[src/rtl/drcv_pkg.sv]
// Shared types and constants for the stepdown digital receivers.
package drcv_pkg;

    typedef enum logic [1:0] {
        LOW       = 2'd0,
        RISE_PEND = 2'd1,
        HIGH      = 2'd2,
        FALL_PEND = 2'd3
    } drcv_state_t;

    localparam int unsigned DEB_CYCLES_MIN = 2;
    localparam int unsigned GCNT_W_DEFAULT = 8;

endpackage

[src/rtl/drcv_sync2.sv]
// Two-flop synchronizer with a configurable reset level.
module drcv_sync2 #(
    parameter logic RST_VAL = 1'b0
) (
    input  logic clk,
    input  logic rst,
    input  logic i_d,
    output logic o_q
);

    logic r_s1;
    logic r_s2;

    always_ff @(posedge clk or posedge rst) begin
        if (rst) begin
            r_s1 <= RST_VAL;
            r_s2 <= RST_VAL;
        end else begin
            r_s1 <= i_d;
            r_s2 <= r_s1;
        end
    end

    assign o_q = r_s2;

endmodule

[src/rtl/drcv_stepdown_corestate.sv]
// Core-state digital receiver: synchronize, debounce, edge strobes and a
// saturating count of aborted pending transitions.
module drcv_stepdown_corestate
    import drcv_pkg::*;
#(
    parameter int unsigned DEB_CYCLES = 4,
    parameter logic        RST_VAL    = 1'b0,
    parameter int unsigned GCNT_W     = GCNT_W_DEFAULT
) (
    input  logic              CLK,
    input  logic              RST,
    input  logic              CELV,
    input  logic              CELG,
    input  logic              SUB,
    input  logic              i,
    input  logic              en,
    input  logic              glitch_clr,
    output logic              o,
    output logic              rise,
    output logic              fall,
    output logic [GCNT_W-1:0] glitch_cnt
);

    localparam int unsigned              CNT_W    = $clog2(DEB_CYCLES + 1);
    localparam logic [CNT_W-1:0]         CNT_LAST = CNT_W'(DEB_CYCLES - 1);
    localparam logic [GCNT_W-1:0]        GCNT_MAX = {GCNT_W{1'b1}};

    drcv_state_t        r_state;
    logic [CNT_W-1:0]   r_cnt;
    logic               r_o;
    logic               r_rise;
    logic               r_fall;
    logic [GCNT_W-1:0]  r_gcnt;
    logic               w_s2;
    logic               w_glitch;
    logic               w_unused_pins;

    // Supply/substrate pins exist only for schematic netlisting.
    assign w_unused_pins = CELV ^ CELG ^ SUB;

    drcv_sync2 #(
        .RST_VAL (RST_VAL)
    ) u_sync (
        .clk (CLK),
        .rst (RST),
        .i_d (i),
        .o_q (w_s2)
    );

    // A pending transition that sees the settled level again is a glitch; en=0 aborts are not.
    assign w_glitch = en && (((r_state == RISE_PEND) && !w_s2) ||
                             ((r_state == FALL_PEND) &&  w_s2));

    always_ff @(posedge CLK or posedge RST) begin
        if (RST) begin
            r_state <= RST_VAL ? HIGH : LOW;
            r_cnt   <= '0;
            r_o     <= RST_VAL;
            r_rise  <= 1'b0;
            r_fall  <= 1'b0;
        end else begin
            r_rise <= 1'b0;
            r_fall <= 1'b0;
            if (!en) begin
                if (r_state == RISE_PEND) begin
                    r_state <= LOW;
                end else if (r_state == FALL_PEND) begin
                    r_state <= HIGH;
                end
                r_cnt <= '0;
            end else begin
                case (r_state)
                    LOW: begin
                        if (w_s2) begin
                            r_state <= RISE_PEND;
                            r_cnt   <= CNT_W'(1);
                        end
                    end
                    RISE_PEND: begin
                        if (!w_s2) begin
                            r_state <= LOW;
                            r_cnt   <= '0;
                        end else if (r_cnt == CNT_LAST) begin
                            r_state <= HIGH;
                            r_cnt   <= '0;
                            r_o     <= 1'b1;
                            r_rise  <= 1'b1;
                        end else begin
                            r_cnt <= r_cnt + CNT_W'(1);
                        end
                    end
                    HIGH: begin
                        if (!w_s2) begin
                            r_state <= FALL_PEND;
                            r_cnt   <= CNT_W'(1);
                        end
                    end
                    FALL_PEND: begin
                        if (w_s2) begin
                            r_state <= HIGH;
                            r_cnt   <= '0;
                        end else if (r_cnt == CNT_LAST) begin
                            r_state <= LOW;
                            r_cnt   <= '0;
                            r_o     <= 1'b0;
                            r_fall  <= 1'b1;
                        end else begin
                            r_cnt <= r_cnt + CNT_W'(1);
                        end
                    end
                    default: begin
                        r_state <= RST_VAL ? HIGH : LOW;
                        r_cnt   <= '0;
                    end
                endcase
            end
        end
    end

    // Clear wins over a coincident glitch.
    always_ff @(posedge CLK or posedge RST) begin
        if (RST) begin
            r_gcnt <= '0;
        end else if (glitch_clr) begin
            r_gcnt <= '0;
        end else if (w_glitch && (r_gcnt != GCNT_MAX)) begin
            r_gcnt <= r_gcnt + GCNT_W'(1);
        end
    end

    assign o          = r_o;
    assign rise       = r_rise;
    assign fall       = r_fall;
    assign glitch_cnt = r_gcnt;

endmodule

[config.mk]
export PLATFORM = sky130hd
export DESIGN_NAME = drcv_stepdown_corestate
export DESIGN_NICKNAME = d
export VERILOG_FILES = /design/src/rtl/drcv_pkg.sv /design/src/rtl/drcv_sync2.sv /design/src/rtl/drcv_stepdown_corestate.sv
export SDC_FILE = /design/constraint.sdc
export NUM_CORES = 1
export LEC_CHECK = 0
export CAP_MARGIN = 20
export CORE_MARGIN = 2
export CORE_UTILIZATION = 43
export CTS_BUF_LIST = sky130_fd_sc_hd__clkbuf_16
export DETAILED_ROUTE_END_ITERATION = 7
export GPL_TIMING_DRIVEN = 0
export PLACE_DENSITY = 0.74
export SLEW_MARGIN = 20
export SYNTH_ARGS = -nofsm -noshare
export SYNTH_HDL_FRONTEND = slang
export SYNTH_SLANG_ARGS = --single-unit
[constraint.sdc]
create_clock -name CLK -period 1.5 [get_ports CLK]
set_clock_uncertainty 0.05 [all_clocks]
set_input_delay 0.45 -clock CLK [delete_from_list [all_inputs] [get_ports CLK]]
set_output_delay 0.45 -clock CLK [all_outputs]
set_load 0.01 [all_outputs]
==> flow_metrics.tcl <==
set metrics [dict create \
    status "complete, but fails checks" \
    critPathLaunch "glitch_cnt[0]$_DFFE_PP0P_" \
    ir_drop_v 0.0007847 \
    grt_max_degree 19 \
    p_sw_uw 224.2 \
    nFillCells 128 \
    max-slew-margin-rel 0.5610 \
    synth_nets 90 \
    wl_met1_um 895 \
    r2r-end "glitch_cnt[6]$_DFFE_PP0P_" \
    met3_length_um 102 \
    clkSlewWorstSetupHoldPaths_ns 0.05 \
    cts_tree "done" \
    nets 124 \
    pin_count 19 \
    dr.pass1.iters 6 \
    worst_r2r_path_depth 5 \
    cts_buffers 3 \
    routed_wl_mm 2.267 \
    portBuffers 14 \
    top_layer_used "met4" \
    die_area_um2 2331 \
    worstSetupPathType "flip-flop to flip-flop" \
    synth_seq_cells 18 \
    grt_pass1_wl_mm 3.022 \
    vias 778 \
    min_period_ns 1.570 \
    ys_warn_count 0 \
    initial_core_util 0.4434 \
    seq_area_um2 454.2 \
    wl_per_cell_um 16.19 \
    synthCells 80 \
    fp.dieH_um 48.29 \
    cts.sink_count 18 \
    fin_crit_sh 1.047 \
    num_rows 16 \
    die_w_um 48.29 \
    fmax_mhz 636.8 \
    route.met2.wl_mm 1.146 \
    antennaDiodeCount 0 \
    synth-seq-area-share 0.5341 \
    pre_cts_ws_ns -0.6293 \
    drv_slew 0 \
    grt_pass1_vias 661 \
    multiInputGateArea_um2 457.9 \
    synth_cell_types 28 \
    r2r_setup_slack_ns -0.07 \
    cp_max_fo 5 \
    start_kind "flip-flop" \
    postLayoutSetupSlackWorst_ns -0.07040 \
    root_buffer "clkbuf_16" \
    hold_slack_ns 0.3061 \
    tightest_slew_ns 0.6577 \
    power.internal_uw 888.9 \
    powerDensity_nw_per_um2 856.2 \
    worstPathArrival_ns 1.68 \
    coreArea_um2 1902 \
    syn_area_um2 843.3 \
    yosys.area.top_type "dfrtp_1" \
    netlist.area_leader.share 0.5341 \
    cp-endpoint "glitch_cnt[6]$_DFFE_PP0P_" \
    setup_viol 2 \
    antenna_found_initial 0 \
    drv_cap 0 \
    dp_hpwl_mm 1.113 \
    p_leak_uw 0.0006085 \
    pwr-share-comb 0.075 \
    final_hold_viol_count 0 \
    ant_nets 0 \
    required_ns 1.61 \
    violations "setup timing" \
    layout-area-overhead-vs-synth_pct 54.15 \
    ys_top_cells_by_area "dfrtp_1 53%, nand2_1 4.0%, nand3_1 3.6%" \
    reg2reg_from "glitch_cnt[0]$_DFFE_PP0P_" \
    clkLatencyLatePin_ns 0.24 \
    seqPwrFrac 0.453 \
    clockBufferDepth 2 \
    rsz0062_at_grt "true" \
    holdCritPathClass "flip-flop to flip-flop" \
    layout-drive-gt1-share 0.3009 \
    drtIter0Drc 15 \
    viasPerCell 5.557 \
    end_kind "flip-flop" \
    sw_frac_of_total 0.2015 \
    grt_use_total 0.1906 \
    avgSynthCellArea_um2 10.54 \
    drc_errors 0 \
    gp_congestion 0.7810 \
    h-tree-depth 1 \
    gr-total-overflow 0 \
    clkPwrFrac 0.472 \
]
## per-stage QoR
step | power (uW) | instances | utilization | instance area (um2) | TNS (ns)
after CTS | 1113 | 138 | 0.6434 | 1224 | -0.03932
after global routing | 1150 | 140 | 0.6836 | 1300 | -0.3416
after detailed placement | 567.3 | 121 | 0.5388 | 1025 | -4.436
final | 1113 | 140 | 0.6836 | 1300 | -0.07361
after floorplan | 546.4 | 80 | - | 850.8 | 0
after global placement | 565.1 | 121 | 0.5388 | 1025 | -4.173
## area by class of cell
type	instances	area share
multi-input combinational	59	0.3523
sequential	18	0.3494
timing repair buffer	29	0.1944
clock buffer	3	0.05775
tap	27	0.02599
buffer	2	0.01444
clock inverter	1	0.002887
inverter	1	0.002887
## worst max-delay path, cell delays in order (launching register included)
cell and delay, ns:
dfrtp_1 0.43, ha_4 0.21, nand3_4 0.09, o211ai_4 0.10, or4_1 0.42, a21oi_1 0.18
## routing by layer
metal / global-route usage / vias up
met2: 0.3316 / 33
met1: 0.2230 / 377
li1: - / 354
met5: 0 / -
met4: 0.08108 / 0
met3: 0.04444 / 14
## worst min-delay path by stage
stage / start / cells past startpoint / to / slack [ns]
floorplan: u_sync.r_s1$_DFF_PP0_ / 0 / u_sync.o_q$_DFF_PP0_ / 0.28
global placement: u_sync.r_s1$_DFF_PP0_ / 0 / u_sync.o_q$_DFF_PP0_ / 0.28
detailed placement: u_sync.r_s1$_DFF_PP0_ / 0 / u_sync.o_q$_DFF_PP0_ / 0.29
CTS: u_sync.r_s1$_DFF_PP0_ / 0 / u_sync.o_q$_DFF_PP0_ / 0.30
global route: u_sync.r_s1$_DFF_PP0_ / 0 / u_sync.o_q$_DFF_PP0_ / 0.30
finish: u_sync.r_s1$_DFF_PP0_ / 0 / u_sync.o_q$_DFF_PP0_ / 0.31
## registers in the layout, summed over array words and instances (netlist names), named ones only
register and count:
fall 1, glitch_cnt 8, o 1, r_cnt 3, r_state 1, rise 1, u_sync.o_q 1, u_sync.r_s1 1
## power groups by stage
stage	registers (uW)	clock network, uW	logic [uW]
after floorplan	512	0	34.9
after global placement	512	0	52.9
after detailed placement	513	0	54.3
after CTS	503	540	70.0
after global routing	505	554	91.7
final	504	526	83.4
## cells in the final DEF (no fill, tap or decap), types with 2 or more instances in the layout
| cell type | instances |
|---|---|
| dlygate4sd2_1 | 10 |
| clkdlybuf4s50_1 | 2 |
| buf_6 | 3 |
| o31ai_1 | 2 |
| nand2_1 | 9 |
| a21oi_1 | 5 |
| nor2_1 | 6 |
| dfrtp_1 | 15 |
| buf_4 | 12 |
| or3_1 | 2 |
| dfrtp_2 | 3 |
| xor2_1 | 2 |
| nand3_1 | 4 |
| nand3_4 | 2 |
| clkbuf_16 | 3 |
| o21ai_0 | 5 |
| o211a_1 | 2 |
## Yosys cell counts
library cell and instances:
and3_1 1, mux2i_1 1, buf_4 1, buf_1 1
or3_1 2, and2_1 1, nor2b_1 2, o21ai_0 6
ha_1 2, o211a_1 2, or2_2 1, xor2_1 3
nor2_1 7, a21boi_0 1, a2111o_1 1, o2111ai_1 1
nor3b_1 1, nand4_1 1, nand2_1 9, inv_1 1
nand3_1 6, or4_1 1, a21oi_1 5, o31ai_1 2
a31oi_1 1, dfrtp_1 18, o211ai_4 1, xnor2_2 1
## repair_timing
action                                 4_1_cts  5_1_grt
buffers inserted                            13        3
pin swaps                                    4        6
endpoints found under the hold margin        0        0
setup endpoints to repair                   20       13
hold buffers                                 0        0
gates resized for setup                     22       14
## kinds of logic (layout without fill, tap and decap cells)
| family | count (synthesis) | after routing | synth area share |
|---|---|---|---|
| xor+xnor | 4 | 4 | 0.05046 |
| mux | 1 | 1 | 0.01187 |
| buf+inv | 3 | 36 | 0.01780 |
| fa+ha+maj | 2 | 2 | 0.02967 |
| compound gates | 20 | 20 | 0.1721 |
| flops | 18 | 18 | 0.5341 |
| simple gates | 32 | 32 | 0.1840 |
Power figures use the tool's default switching activity.
==> RTL edit: new RTL, same settings <==
Register the inputs `CELV`, `CELG`, `SUB`, `i`, `en` and `glitch_clr` before use, cleared by the reset. The logic sees them one clock later.
--- a/src/rtl/drcv_stepdown_corestate.sv
+++ b/src/rtl/drcv_stepdown_corestate.sv
@@ -25,6 +25,31 @@
     localparam logic [CNT_W-1:0]         CNT_LAST = CNT_W'(DEB_CYCLES - 1);
     localparam logic [GCNT_W-1:0]        GCNT_MAX = {GCNT_W{1'b1}};
 
+    logic CELV_q;
+    logic CELG_q;
+    logic SUB_q;
+    logic i_q;
+    logic en_q;
+    logic glitch_clr_q;
+
+    always_ff @(posedge CLK or posedge RST) begin
+        if (RST) begin
+            CELV_q       <= '0;
+            CELG_q       <= '0;
+            SUB_q        <= '0;
+            i_q          <= '0;
+            en_q         <= '0;
+            glitch_clr_q <= '0;
+        end else begin
+            CELV_q       <= CELV;
+            CELG_q       <= CELG;
+            SUB_q        <= SUB;
+            i_q          <= i;
+            en_q         <= en;
+            glitch_clr_q <= glitch_clr;
+        end
+    end
+
     drcv_state_t        r_state;
     logic [CNT_W-1:0]   r_cnt;
     logic               r_o;
@@ -36,19 +61,19 @@
     logic               w_unused_pins;
 
     // Supply/substrate pins exist only for schematic netlisting.
-    assign w_unused_pins = CELV ^ CELG ^ SUB;
+    assign w_unused_pins = CELV_q ^ CELG_q ^ SUB_q;
 
     drcv_sync2 #(
         .RST_VAL (RST_VAL)
     ) u_sync (
         .clk (CLK),
         .rst (RST),
-        .i_d (i),
+        .i_d (i_q),
         .o_q (w_s2)
     );
 
     // A pending transition that sees the settled level again is a glitch; en=0 aborts are not.
-    assign w_glitch = en && (((r_state == RISE_PEND) && !w_s2) ||
+    assign w_glitch = en_q && (((r_state == RISE_PEND) && !w_s2) ||
                              ((r_state == FALL_PEND) &&  w_s2));
 
     always_ff @(posedge CLK or posedge RST) begin
@@ -61,7 +86,7 @@
         end else begin
             r_rise <= 1'b0;
             r_fall <= 1'b0;
-            if (!en) begin
+            if (!en_q) begin
                 if (r_state == RISE_PEND) begin
                     r_state <= LOW;
                 end else if (r_state == FALL_PEND) begin
@@ -121,7 +146,7 @@
     always_ff @(posedge CLK or posedge RST) begin
         if (RST) begin
             r_gcnt <= '0;
-        end else if (glitch_clr) begin
+        end else if (glitch_clr_q) begin
             r_gcnt <= '0;
         end else if (w_glitch && (r_gcnt != GCNT_MAX)) begin
             r_gcnt <= r_gcnt + GCNT_W'(1);
Check against the original RTL: not equivalent (a bounded check fails within 10 cycles, from zero or initial values and one cycle with RST high).
==> RTL edit against the unedited design <==
- combinational power shrank 12%
- cell area up 3.9%
- the run still ends with negative setup slack left
- synthesized cell count grew 7.5%
- sequential cell count up 3
- sequential share of layout area up 4.2 points
- routed wire length down 11%
- critical path type unchanged
- synthesized area rose by 13%
- count of clock-buffer cells in the layout is the same
- total power increased by 9.9%
- setup slack better by 0.062 ns
- critical endpoint is now glitch_cnt[5]
- hold slack got worse by 0.0087 ns
==> RTL edit: results (changes against the unedited design) <==
port buffer count=15 (was 14); dominant cells by area after synthesis=dfrtp_1 55%, mux2i_1 3.2%, o21ai_0 3.2%, nand2_1 2.8%, ha_1 2.6% (was dfrtp_1 53%, nand2_1 4.0%, nand3_1 3.6%, o21ai_0 3.6%, nor2_1 3.1%); Worst Setup Slack, final=-0.00847 ns (was -0.0704 ns); syn_nets=96 (was 90); worst skew pair latency=0.26 ns (was 0.24 ns); largest net degree at the start of global routing=22 (was 19); first-pass GRT wire length=3.15 mm (was 3.02 mm); measured slew at the worst slew-check pin=0.784 ns (was 0.658 ns); status=complete, but fails checks (unchanged); Post-DP Area=1140 µm² (was 1020 µm²); Routed WL=2.01 mm (was 2.27 mm); post-CTS setup buffer count=6 (was 13); Net count, final=127 (was 124); initial antenna violation count=0 (unchanged); drt pass-1 iters=4 (was 6); Worst EP arrival=1.64 ns (was 1.68 ns); via count=787 (was 778); GPL Wtd Cong=0.783 (was 0.781); Switch Pwr=0.255 mW (was 0.224 mW); top cells by count, synth=21 x dfrtp_1, 7 x nand2_1, 6 x nor2_1, 6 x o21ai_0, 4 x a21oi_1 (was 18 x dfrtp_1, 9 x nand2_1, 7 x nor2_1, 6 x nand3_1, 6 x o21ai_0); synthesized area per cell=11.1 µm² (was 10.5 µm²); Seq/Total Area, Yosys=55.2% (was 53.4%); unique cell type count in the Yosys netlist=32 (was 28); post-place setup slack=-0.0653 ns (was -0.629 ns); CP max stage cell=dfrtp_2 (was dfrtp_1); flop-to-flop setup slack=-0.008 ns (was -0.07 ns); drt first-iter violations=22 (was 15); post-DP HPWL=1.17 mm (was 1.11 mm); FF-to-FF End=glitch_cnt[5] (was glitch_cnt[6]); failing checks=negative setup slack (unchanged); share of layout cells above drive strength 1=25.0% (was 30.1%); worst ir drop on vdd=0.688 mV (was 0.785 mV); post-CTS sizing=16 (was 22); worst r2r path cells=4 (was 5); Final setup viols=1 (was 2); Non-Filler Instances=144 (was 140); Pleak=0.625 nW (was 0.609 nW); Total GRT Usage=16.5% (was 19.1%); Worst Hold Slack=0.297 ns (was 0.306 ns)
-- RTL edit: metal layers --
layer,global-route usage (%),wire (µm),up-vias
met5,0,0,-
met4,10.4,51,0
met3,3.80,88,5
met2,24.7,957,21
met1,21.6,915,391
li1,-,-,370
-- RTL edit: worst max path at each step --
stage             startpoint             to  slack [ns]
2_1_floorplan  glitch_cnt[0]  glitch_cnt[6]        0.02
3_3_place_gp            flop  glitch_cnt[6]       -0.03
3_5_place_dp            flop  glitch_cnt[6]       -0.07
4_1_cts           u_sync.o_q  glitch_cnt[5]       -0.02
5_1_grt                 flop  glitch_cnt[5]       -0.08
6_report                flop  glitch_cnt[5]      -0.008
-- RTL edit: power by group through the flow --
| stage | Clock [mW] | Combinational, mW | Sequential [mW] |
|---|---|---|---|
| 6_report | 0.559 | 0.0737 | 0.590 |
| 5_1_grt | 0.583 | 0.0826 | 0.591 |
| 4_1_cts | 0.560 | 0.0686 | 0.590 |
| 3_5_place_dp | 0 | 0.0657 | 0.599 |
| 3_3_place_gp | 0 | 0.0639 | 0.598 |
| 2_1_floorplan | 0 | 0.0425 | 0.597 |
-- RTL edit: logic make-up after synthesis --
logic type,Yosys count,share of synthesized area (%)
simple gates,34,20.9
flops,21,55.2
compound gates,17,11.2
buf+inv,6,3.42
xor+xnor,3,3.55
mux,3,3.15
fa+ha+maj,2,2.63
-- RTL edit: area by class of cell --
| type | count | area, µm² |
|---|---|---|
| buffer | 4 | 25.0 |
| clock buffer | 3 | 75.1 |
| clock inverter | 1 | 3.75 |
| fill | 159 | 797 |
| inverter | 2 | 7.51 |
| multi-input combinational | 59 | 447 |
| sequential | 21 | 529 |
| tap | 28 | 35.0 |
| timing repair buffer | 26 | 229 |
